## src/rtl/arp_pkg.sv

```systemverilog
// ARP constants, tx state enum and reply byte selector shared by the ARP RX parser and reply TX.
// Optional build macro ARP_REPLY_PAD_EN: pad the reply with zero bytes to the 46-byte Ethernet minimum.
package arp_pkg;

    localparam int unsigned PAYLOAD_BYTES = 28;
`ifdef ARP_REPLY_PAD_EN
    localparam int unsigned FRAME_BYTES   = 46;
`else
    localparam int unsigned FRAME_BYTES   = PAYLOAD_BYTES;
`endif
    localparam int unsigned CNT_W         = $clog2(FRAME_BYTES);
    localparam int unsigned LAST_IDX      = FRAME_BYTES - 1;

    localparam logic [15:0] ARP_HTYPE     = 16'h0001;
    localparam logic [15:0] ARP_PTYPE     = 16'h0800;
    localparam logic [7:0]  ARP_HLEN      = 8'h06;
    localparam logic [7:0]  ARP_PLEN      = 8'h04;
    localparam logic [15:0] ARP_OPER_RQ   = 16'h0001;
    localparam logic [15:0] ARP_OPER_RESP = 16'h0002;

    localparam int unsigned ARP_SHA_OFS   = 8;
    localparam int unsigned ARP_SPA_OFS   = 14;
    localparam int unsigned ARP_THA_OFS   = 18;
    localparam int unsigned ARP_TPA_OFS   = 24;

    typedef enum logic {
        TX_IDLE = 1'b0,
        TX_SEND = 1'b1
    } tx_state_t;

    // Byte idx of an ARP reply, big-endian per field; indices past the payload are zero padding.
    function automatic logic [7:0] arp_byte(
        input logic [CNT_W-1:0] idx,
        input logic [47:0]      sha,
        input logic [31:0]      spa,
        input logic [47:0]      tha,
        input logic [31:0]      tpa
    );
        logic [8*PAYLOAD_BYTES-1:0] payload;
        int unsigned                i;
        payload = {ARP_HTYPE, ARP_PTYPE, ARP_HLEN, ARP_PLEN, ARP_OPER_RESP, sha, spa, tha, tpa};
        i = 32'(idx);
        if (i >= PAYLOAD_BYTES) begin
            return 8'h00;
        end
        return payload[8*(PAYLOAD_BYTES-1-i) +: 8];
    endfunction

endpackage

```

## src/rtl/arp_reply_tx.sv

```systemverilog
// ARP reply transmitter: filters parsed requests on target IP and streams the OPER=2 payload bytewise.
// Build macro ARP_REPLY_PAD_EN (see arp_pkg) extends the frame with zero padding to 46 bytes.
module arp_reply_tx
    import arp_pkg::*;
(
    input  logic        aclk,
    input  logic        aresetn,
    input  logic        req_valid,
    input  logic [47:0] req_mac,
    input  logic [31:0] req_ip,
    input  logic [31:0] req_tpa,
    input  logic [47:0] local_mac,
    input  logic [31:0] local_ip,
    output logic [7:0]  m_tdata,
    output logic        m_tvalid,
    input  logic        m_tready,
    output logic        m_tlast,
    output logic        busy,
    output logic        req_drop,
    output logic        req_filtered
);

    tx_state_t        state, nxt_state;
    logic [CNT_W-1:0] cnt, nxt_cnt;
    logic             pend, nxt_pend;
    logic [47:0]      act_mac, nxt_act_mac, pend_mac;
    logic [31:0]      act_ip, nxt_act_ip, pend_ip;

    logic match, accept, hs, done;
    logic load_act_req, load_act_pend, load_pend, drop;

    assign match  = (req_tpa == local_ip);
    assign accept = req_valid & match;
    assign hs     = m_tvalid & m_tready;
    assign done   = hs & (cnt == CNT_W'(LAST_IDX));

    // Next-state decode; a request landing on the final handshake is chained straight into the next frame.
    always_comb begin
        nxt_state     = state;
        nxt_cnt       = cnt;
        nxt_pend      = pend;
        load_act_req  = 1'b0;
        load_act_pend = 1'b0;
        load_pend     = 1'b0;
        drop          = 1'b0;
        case (state)
            TX_IDLE: begin
                if (accept) begin
                    nxt_state    = TX_SEND;
                    nxt_cnt      = '0;
                    load_act_req = 1'b1;
                end
            end
            TX_SEND: begin
                if (hs) begin
                    nxt_cnt = CNT_W'(cnt + 1'b1);
                end
                if (done) begin
                    nxt_cnt = '0;
                    if (pend) begin
                        load_act_pend = 1'b1;
                        nxt_pend      = 1'b0;
                    end else if (accept) begin
                        load_act_req  = 1'b1;
                    end else begin
                        nxt_state     = TX_IDLE;
                    end
                end
                if (accept && !load_act_req) begin
                    if (!pend || done) begin
                        load_pend = 1'b1;
                        nxt_pend  = 1'b1;
                    end else begin
                        drop      = 1'b1;
                    end
                end
            end
            default: nxt_state = TX_IDLE;
        endcase
    end

    always_comb begin
        nxt_act_mac = act_mac;
        nxt_act_ip  = act_ip;
        if (load_act_req) begin
            nxt_act_mac = req_mac;
            nxt_act_ip  = req_ip;
        end else if (load_act_pend) begin
            nxt_act_mac = pend_mac;
            nxt_act_ip  = pend_ip;
        end
    end

    // Registered state and outputs; the next byte is precomputed so m_tdata stays registered.
    always_ff @(posedge aclk) begin
        if (!aresetn) begin
            state        <= TX_IDLE;
            cnt          <= '0;
            pend         <= 1'b0;
            act_mac      <= '0;
            act_ip       <= '0;
            pend_mac     <= '0;
            pend_ip      <= '0;
            m_tdata      <= '0;
            m_tvalid     <= 1'b0;
            m_tlast      <= 1'b0;
            busy         <= 1'b0;
            req_drop     <= 1'b0;
            req_filtered <= 1'b0;
        end else begin
            state    <= nxt_state;
            cnt      <= nxt_cnt;
            pend     <= nxt_pend;
            act_mac  <= nxt_act_mac;
            act_ip   <= nxt_act_ip;
            if (load_pend) begin
                pend_mac <= req_mac;
                pend_ip  <= req_ip;
            end
            m_tvalid     <= (nxt_state == TX_SEND);
            m_tlast      <= (nxt_state == TX_SEND) && (nxt_cnt == CNT_W'(LAST_IDX));
            m_tdata      <= (nxt_state == TX_SEND) ?
                            arp_byte(nxt_cnt, local_mac, local_ip, nxt_act_mac, nxt_act_ip) : 8'h00;
            busy         <= (nxt_state == TX_SEND) || nxt_pend;
            req_drop     <= drop;
            req_filtered <= req_valid && !match;
        end
    end

endmodule

```

## config.mk

```make
export PLATFORM = sky130hd
export DESIGN_NAME = arp_reply_tx
export DESIGN_NICKNAME = d
export VERILOG_FILES = /design/src/rtl/arp_pkg.sv /design/src/rtl/arp_reply_tx.sv
export SDC_FILE = /design/constraint.sdc
export NUM_CORES = 1
export LEC_CHECK = 0
export CAP_MARGIN = 20
export CORE_ASPECT_RATIO = 0.6
export CORE_MARGIN = 4
export CORE_UTILIZATION = 55
export DETAILED_ROUTE_END_ITERATION = 12
export PLACE_DENSITY = 0.86
export SLEW_MARGIN = 20
export SYNTH_ARGS = -nofsm -noshare
export SYNTH_HDL_FRONTEND = slang
export SYNTH_SLANG_ARGS = --single-unit
```

## constraint.sdc

```tcl
create_clock -name aclk -period 8.27 [get_ports aclk]
set_input_delay 0.827 -clock aclk [delete_from_list [all_inputs] [get_ports aclk]]
set_output_delay 0.827 -clock aclk [all_outputs]
set_load 0.005 [all_outputs]
```

==> impl_results.md, run 1 <==
- Worst EP arrival: 5680 ps
- Detailed-route via count: 9335
- Cell taking the most area after synthesis: dfxtp_1
- Tmin final: 5290 ps
- Worst-Margin Slew: 942 ps
- Placeable Area: 0.0164 mm^2
- RR Endpoint: m_tdata[1]
- Worst slew margin: 37.2%
- Synth Flop Type: dfxtp_1
- Final wirelength: 32800 um
- Max frequency: 189 MHz
- IO Count: 209
- Nets@finish: 1470
- RD Place Congestion: 0.945
- Wire per inst: 21.7 um
- Mean post-synth cell area: 8.41 um^2
- Clock latency on the worst-skew pair: 440 ps
- Netlist cell types: 74
- Synthesis Warnings: 0
- Hold buffers post-CTS: 0
- DRT iter0 DRCs: 1154
- FILL cells: 1225
- Hpwl dp: 23700 um
- Min-Delay Endpoint: pend_ip[18]
- Pwr dens: 152 mW/mm^2
- Share of cells above drive strength 1: 10.7%
- Outcome: finished, final reports clean
- Post-synthesis net count: 1309
- Most common cell in the netlist: nand2_1
- Clk sinks: 179
- Final Hold Viols: 0
- Final WS setup: 2980 ps
- DIE WIDTH: 176 um
- Final Total Pwr: 1.84 mW
- CP max FO: 10
- Slew Limit Fails: 0
- Num CTS Buffers: 17
- Total GRT Usage: 33.7%
- Vias/cell: 6.18
- Hold Startpoint: pend_ip[18]
- Setup bufs post-CTS: 0
- WP data required: 8650 ps
- Die Y: 109 um
- Max_cap viols: 0
- R2R Setup Slk: 3640 ps
- Synth-to-layout area growth: 29.4%
- DRT Pass-1 Iters: 7
- CTS tree: yes
- Mapped Cells: 1109
- Max IR drop VDD: 0.130 mV
- Antenna Nets Post-Route: 0
- Post-synth EDFFs: 0
- Pre-CTS WS: 2850 ps
- Worst R2R Start: cnt[0]
- Sequential element share of the synthesized area: 38.4%
- RSZ-0062 raised after global routing: no
- Initial antenna violation count: 1
- Maximum clock insertion buffer count: 2
- Grt ovf: 0
- Synth area leaders: dfxtp_1 38%, mux2i_1 8.9%, nand2_1 8.0%
- Synthesized area: 0.00933 mm^2
- # DRC: 0
- # resized after CTS: 0
- Cell row count: 36
- Root Driver: clkbuf_16
- Crit path capture type: flop
- Buffers on Ports: 208
- Setup Skew: 13.1 ps
- Final Setup Violations: 0
- Die ar.: 0.0192 mm^2
- CTS clock-pin slew for the worst setup and hold paths: 80 ps
- Post-synth top cells: 199 x nand2_1, 179 x dfxtp_1, 111 x a21oi_1, 111 x nor2_1, 83 x mux2i_1
- Critical path class: in2reg
- Starting Density: 56.7%
- First-pass GRT wire length: 50200 um
- Antenna diodes: 0
- Period utilization: 64.0%
- Post-synthesis register bit count: 179
- Setup TNS: 0 ps
- Hold WC Path Type: reg2reg
- CP startpoint kind: primary input
- FFs w/ async S/R, synth: 0%
- Number of global-route vias before repair: 8746
- CTS H-tree lvls: 4
- Pin count of the biggest net entering global routing: 86
- Core Util, Final: 73.4%
- Hold Crit Depth: 2
- Yosys top cell area share: 38.4%
- Lkg Pwr: 4.93 nW
- Worst Reg2Reg Path Length in Cells: 11
-- per-stage QoR --
| stage | hold slack [ps] | cell area (um^2) | std cells |
|---|---|---|---|
| 2_1_floorplan | 429 | 9330 | 1109 |
| 3_3_place_gp | 437 | 11500 | 1479 |
| 3_5_place_dp | 443 | 11500 | 1479 |
| 4_1_cts | 452 | 12100 | 1511 |
| 5_1_grt | 466 | 12100 | 1511 |
| 6_report | 453 | 12100 | 1511 |
-- cell type report --
class | count | area [um^2] | area share [%]
inverters | 7 | 28.8 | 0.238
flip-flops and latches | 179 | 3580 | 29.7
well taps | 228 | 285 | 2.36
multi-input cells | 845 | 5400 | 44.8
repair buffers | 220 | 2170 | 18.0
clock inverters | 14 | 155 | 1.29
clock buffers | 18 | 439 | 3.64
-- metal layers --
layer	vias up	part of all wire (%)	global-route usage (%)
li1	4256	-	-
met1	4418	44	49.5
met2	597	42	48.9
met3	64	12	10.5
met4	0	1.6	6.90
met5	-	0	0
-- cell usage in the layout (no fill, tap or decap), types with 12 or more instances in the layout --
master	n
a21oi_1	111
a221oi_1	15
and2_1	14
buf_4	12
clkbuf_16	17
clkdlybuf4s50_1	208
dfxtp_1	179
mux2_2	65
mux2i_1	83
nand2_1	199
nand3_1	12
nor2_1	111
nor3_1	17
o21ai_0	24
o22ai_1	26
xor2_1	26
-- logic make-up (layout without fill, tap and decap cells) --
group	Yosys count	in the layout	share of synthesized area, %
simple gates	414	414	20.6
mux	148	148	16.8
fa+ha+maj	4	4	0.537
compound gates	244	244	16.5
xor+xnor	35	35	3.29
buf+inv	85	259	3.96
flops	179	179	38.4
-- critical path, cell delays in order --
cell and delay, ps:
clkdlybuf4s50_1 440, xor2_1 160, nor4_2 670, and3_1 360, nand3_1 390, and2_1 350, ha_1 230, a32oi_1 190
o221ai_1 350, nor2b_1 530, nand2_1 220, a2111oi_0 720, or3_1 230
-- how the worst max path moves through the flow --
| stage | start | to | slack [ps] |
|---|---|---|---|
| global route | local_ip[11] | m_tdata[1] | 3000 |
| detailed placement | local_ip[13] | m_tdata[1] | 2850 |
| floorplan | req_tpa[16] | m_tdata[3] | 4430 |
| global placement | local_ip[13] | m_tdata[1] | 2940 |
| finish | local_ip[13] | m_tdata[1] | 2980 |
| CTS | local_ip[13] | m_tdata[1] | 3280 |
-- report_power, final --
part	total [mW]	switching, mW	internal [mW]
sequential	0.861	0.0000605	0.861
clock	0.814	0.399	0.415
combinational	0.162	0.0642	0.0980
-- sequential cells by signal, summed over array words and instances (netlist names) --
name	count
state	1
m_tlast	1
req_filtered	1
cnt	5
m_tdata	8
req_drop	1
act_ip	32
pend_ip	32
act_mac	48
busy	1
pend_mac	48
pend	1
Note: power is estimated with default switching activity, not from simulation.
==> run 2: changes to the inputs <==
Settings changed: CORE_UTILIZATION 55 to 46, PLACE_DENSITY 0.86 to 0.77.
Clock period 8.27 ns to 4.5 ns, I/O delays scaled along.
==> impl_results.md, run 2 (synthesized netlist as in run 1, its figures left out) <==
- Outcome: finished, final reports clean
- # resized after CTS: 0 (unchanged)
- Antenna diodes: 0 (unchanged)
- RSZ-0062 raised after global routing: no
- Critical path class: in2reg
- CTS tree: yes
- Sw Share: 22.1% (-3.1 points)
- Slew Limit Fails: 0 (unchanged)
- Setup TNS: 0 ps (unchanged)
- Cell row count: 40 (+11%)
- Hold Slack: 446 ps (-6.34 ps)
- Final WS setup: 590 ps (-2390 ps)
- DRT iter0 DRCs: 1177 (+2.0%)
- RD Place Congestion: 1.05 (+11%)
- Crit path capture type: flop
- Worst slew margin: 35.5% (-1.7 points)
- Vias/cell: 5.88 (-4.9%)
- Maximum clock insertion buffer count: 2 (unchanged)
- Placed cell count: 1557 (+5.3%)
- FF/Latch Area: 0.00358 mm^2 (unchanged)
- Grt ovf: 0 (unchanged)
- Detailed-route via count: 9343 (+0.086%)
- Multi-input gate area: 0.00541 mm^2 (+0.12%)
- Commonest non-fill, non-tap cells in the layout: 208 x clkdlybuf4s50_1, 199 x nand2_1, 179 x dfxtp_1, 111 x a21oi_1, 111 x nor2_1
- Starting Density: 46.7% (-10 points)
- DRT Pass-1 Iters: 6 (-1)
- Synth-to-layout area growth: 33.7%
- Sequential power share: 47.0% (about the same)
- Regs by FF count: act_mac (48), pend_mac (48)
- Hold buffers post-CTS: 0 (unchanged)
- Total GRT Usage: 30.5% (-3.3 points)
- Tmin final: 3910 ps
- Worst R2R Start: cnt[0]
- Power Internal: 2.63 mW (+91%)
- Period utilization: 86.9%
- WP data required: 4880 ps (-3770 ps)
- RR Endpoint: m_tdata[1]
- Wire per inst: 22.3 um (+2.6%)
- Sw Pwr: 0.746 mW (+61%)
- Setup Skew: 8.24 ps (-4.87 ps)
- Final Hold Viols: 0 (unchanged)
- Post-route cell area: 0.0125 mm^2 (+3.3%)
- Crit path from: req_tpa[13]
- Combinational share of power: 9.1% (+0.3 points)
- Post-DP Area: 0.0119 mm^2 (+3.5%)
- Pin count of the biggest net entering global routing: 102 (+19%)
- Die Y: 118 um (+8.7%)
- Pre-CTS WS: 344 ps (-2510 ps)
- Number of global-route vias before repair: 8898 (+1.7%)
- Leading cell type in the layout, fill and taps excluded: clkdlybuf4s50_1
- IO Count: 209 (unchanged)
- CP max FO: 8 (-2)
- Max frequency: 256 MHz
- Nets@finish: 1504 (+2.3%)
- Final Setup Violations: 0 (unchanged)
- Max_cap viols: 0 (unchanged)
- Worst-Margin Slew: 967 ps (+24.7 ps)
- Buffers on Ports: 208 (unchanged)
- CTS clock-pin slew for the worst setup and hold paths: 60 ps (-20 ps)
- Core Util, Final: 62.4% (-11 points)
- FILL cells: 1718 (+40%)
- Clock latency on the worst-skew pair: 440 ps (about the same)
- Worst EP arrival: 4290 ps (-1390 ps)
- Max IR drop VDD: 0.253 mV (+95%)
- Final Total Pwr: 3.37 mW (+84%)
- Critical path endpoint: m_tdata[1]
- Pwr dens: 271 mW/mm^2 (+78%)
- Initial antenna violation count: 0 (-1)
- CTS H-tree lvls: 4 (unchanged)
- Die ar.: 0.0227 mm^2 (+18%)
- R2R Setup Slk: 700 ps (-2940 ps)
- First-pass GRT wire length: 53000 um (+5.6%)
- Post-route insts no fill: 1590 (+5.2%)
- Setup bufs post-CTS: 0 (unchanged)
- CP startpoint kind: primary input
- Share of cells above drive strength 1: 12.7% (+2.0 points)
- Clk pwr share: 44.0% (-0.3 points)
- Hpwl dp: 26600 um (+12%)
- Placeable Area: 0.0200 mm^2 (+21%)
- Antenna Nets Post-Route: 0 (unchanged)
- DIE WIDTH: 192 um (+8.9%)
- Root Driver: clkbuf_16
- Lkg Pwr: 5.12 nW (+3.8%)
- Clk sinks: 179 (unchanged)
- Hold WC Path Type: reg2reg
- Worst Reg2Reg Path Length in Cells: 11 (unchanged)
- # DRC: 0 (unchanged)
- Num CTS Buffers: 17 (unchanged)
- Final wirelength: 35500 um (+8.0%)
## run 2: changes by cell type in the layout (fill, tap and decap cells not counted), sizes merged
cell | before | now
inv | 17 | 7
bufinv | 0 | 2
clkinvlp | 0 | 3
clkinv | 4 | 3
buf | 12 | 46
clkbuf | 18 | 24
## run 2: per-layer routing
layer	part of all wire, %	up-vias	wire, um	GRT usage (%)
met2	41	460	14500	41.5
met4	0.77	0	274	4.84
met3	12	26	4230	10.4
li1	-	4333	-	-
met5	0	-	0	0
met1	47	4524	16500	46.6
## run 2: worst min path at each step
| stage | slack, ps | to | cells past startpoint | start |
|---|---|---|---|---|
| after floorplan | 430 | pend_ip[10] | 2 | pend_ip[10] |
| after global placement | 440 | pend_ip[9] | 2 | pend_ip[9] |
| after detailed placement | 440 | pend_ip[31] | 2 | pend_ip[31] |
| after CTS | 450 | pend_ip[9] | 2 | pend_ip[9] |
| after global routing | 460 | pend_mac[7] | 2 | pend_mac[7] |
| final | 450 | pend_ip[31] | 2 | pend_ip[31] |
## run 2: layout make-up
type	instances	share of cell area, %
clock buffer	24	3.86
clock inverter	8	0.813
inverter	7	0.231
multi-input combinational	845	43.4
sequential	179	28.7
tap	273	2.74
timing repair buffer	254	20.2
## run 2: worst max-delay path: stages
cell and delay [ps]:
clkdlybuf4s50_1 460, xor2_1 190, nor4_2 590, nand4_1 280, o31a_1 480, ha_1 250
xnor2_1 400, nor2b_1 230, nand2_1 130, a2111oi_0 600, or3_1 210
## run 2: power groups by stage
stage	Sequential (mW)	Clock, mW	Combinational, mW
2_1_floorplan	1.62	0	0.0708
3_3_place_gp	1.62	0	0.301
6_report	1.58	1.48	0.306
3_5_place_dp	1.62	0	0.300
4_1_cts	1.58	1.50	0.302
5_1_grt	1.58	1.56	0.320
==> run 3: changes to the inputs <==
Settings changed: ABC_CLOCK_PERIOD_IN_PS set to 4500, MAX_ROUTING_LAYER set to met4.
==> impl_results.md, run 3 (synthesized netlist as in run 1, its figures left out) <==
- First-pass GRT wire length: 53300 um (+0.60%)
- Max frequency: 258 MHz (+0.86%)
- Nets@finish: 1510 (+0.40%)
- Final Setup Violations: 0 (unchanged)
- Lkg Pwr: 5.16 nW (+0.77%)
- Setup bufs post-CTS: 0 (unchanged)
- DRT iter0 DRCs: 1099 (-6.6%)
- CTS tree: yes
- CTS H-tree lvls: 4 (unchanged)
- Pwr dens: 275 mW/mm^2 (+1.4%)
- Detailed-route via count: 9374 (+0.33%)
- Share of cells above drive strength 1: 13.2% (+0.57 points)
- Critical path class: reg2reg
- Clk sinks: 179 (unchanged)
- Hpwl dp: 27000 um (+1.5%)
- WP data required: 4840 ps (-40 ps)
- Max IR drop VDD: 0.291 mV (+15%)
- Setup Skew: 10.7 ps (+2.48 ps)
- Vias/cell: 5.88 (about the same)
- R2R Setup Slk: 620 ps (-80 ps)
- Clock latency on the worst-skew pair: 430 ps (about the same)
- IO Count: 209 (unchanged)
- Number of global-route vias before repair: 8869 (-0.33%)
- Final wirelength: 35600 um (+0.31%)
- Wire per inst: 22.3 um (about the same)
- Maximum clock insertion buffer count: 2 (unchanged)
- Leading cell type in the layout, fill and taps excluded: clkdlybuf4s50_1
- Hold buffers post-CTS: 0 (unchanged)
- Grt ovf: 0 (unchanged)
- Starting Density: 46.7% (unchanged)
- Setup TNS: 0 ps (unchanged)
- Synth-to-layout area growth: 34.3%
- Commonest non-fill, non-tap cells in the layout: 208 x clkdlybuf4s50_1, 199 x nand2_1, 179 x dfxtp_1, 111 x a21oi_1, 111 x nor2_1
- FILL cells: 1682 (-2.1%)
- Slew Limit Fails: 0 (unchanged)
- CTS clock-pin slew for the worst setup and hold paths: 70 ps (about the same)
- Final Hold Viols: 0 (unchanged)
- Outcome: finished, final reports clean
- Buffers on Ports: 208 (unchanged)
- DRT Pass-1 Iters: 5 (-1)
- Tmin final: 3880 ps (-33.4 ps)
- Placeable Area: 0.0200 mm^2 (unchanged)
- Pin count of the biggest net entering global routing: 94 (-7.8%)
- Root Driver: clkbuf_16
- Regs by FF count: act_mac (48), pend_mac (48)
- CP max FO: 19 (+11)
- Die ar.: 0.0227 mm^2 (unchanged)
- Hold WC Path Type: reg2reg
- Worst slew margin: 24.5% (-11 points)
- Crit path capture type: flop
- Period utilization: 86.1% (-0.74 points)
- Num CTS Buffers: 17 (unchanged)
- CP startpoint kind: flop
- RD Place Congestion: 0.985 (-5.8%)
- Worst-Margin Slew: 1130 ps (+162 ps)
- RSZ-0062 raised after global routing: no
- # resized after CTS: 0 (unchanged)
- Initial antenna violation count: 0 (unchanged)
- Max_cap viols: 0 (unchanged)
- # DRC: 0 (unchanged)
- DIE WIDTH: 192 um (unchanged)
- Worst EP arrival: 4220 ps (-70 ps)
- Cell row count: 40 (unchanged)
- Total GRT Usage: 31.3% (+0.88 points)
- Antenna Nets Post-Route: 0 (unchanged)
- Hold Slack: 451 ps (+4.86 ps)
- Die Y: 118 um (unchanged)
- Antenna diodes: 0 (unchanged)
run 3: cell count changes in the layout (fill, tap and decap cells not counted), sizes merged:
cell	before	now
clkinvlp	3	2
bufinv	2	3
buf	46	52
clkbuf	24	17
inv	7	12
run 3: metal layers:
metal	routed length, um	part of all wire (%)	up-vias	global-route usage (%)
li1	-	-	4336	-
met2	14300	40	474	40.9
met5	0	0	-	-
met3	3740	11	28	8.06
met1	17200	48	4536	48.9
met4	241	0.68	0	4.17
run 3: area by class of cell:
| cell class | instances | area (um^2) | share of cell area, % |
|---|---|---|---|
| Clock inverter | 13 | 174 | 1.39 |
| Clock buffer | 17 | 425 | 3.40 |
| Sequential cell | 179 | 3580 | 28.6 |
| Timing Repair Buffer | 260 | 2560 | 20.4 |
| Multi-Input combinational cell | 845 | 5410 | 43.2 |
| Inverter | 7 | 28.8 | 0.230 |
| Tap cell | 273 | 342 | 2.73 |
run 3: through the flow:
| stage | utilization, % | cell area, um^2 | power (mW) | cells | setup slack (ps) |
|---|---|---|---|---|---|
| floorplan | - | 9330 | 1.69 | 1109 | 1040 |
| global placement | 59.7 | 11900 | 1.93 | 1564 | 400 |
| detailed placement | 59.7 | 11900 | 1.92 | 1564 | 362 |
| CTS | 62.7 | 12500 | 3.44 | 1594 | 723 |
| global route | 62.7 | 12500 | 3.53 | 1594 | 483 |
| finish | 62.7 | 12500 | 3.44 | 1594 | 624 |
run 3: path summary, 6_finish.rpt:
check	cells past startpoint	from	end
min	2	pend_ip[27]	pend_ip[27]
min reg2reg	2	pend_ip[27]	pend_ip[27]
max reg2reg	10	cnt[0]	m_tdata[0]
max	10	cnt[0]	m_tdata[0]
run 3: worst max-delay path: stages (launching register included):
cell	delay [ps]
dfxtp_1	390
ha_1	300
and4b_1	280
nor3_1	280
a21oi_1	270
nor3_4	850
buf_4	320
and3_1	200
a221oi_2	40
or4_1	550
a311oi_1	280
run 3: where the power goes:
group          internal (mW)  total (mW)  switching (mW)
clock                  0.879        1.54           0.664
combinational          0.184       0.311           0.127
sequential              1.58        1.58        0.000147
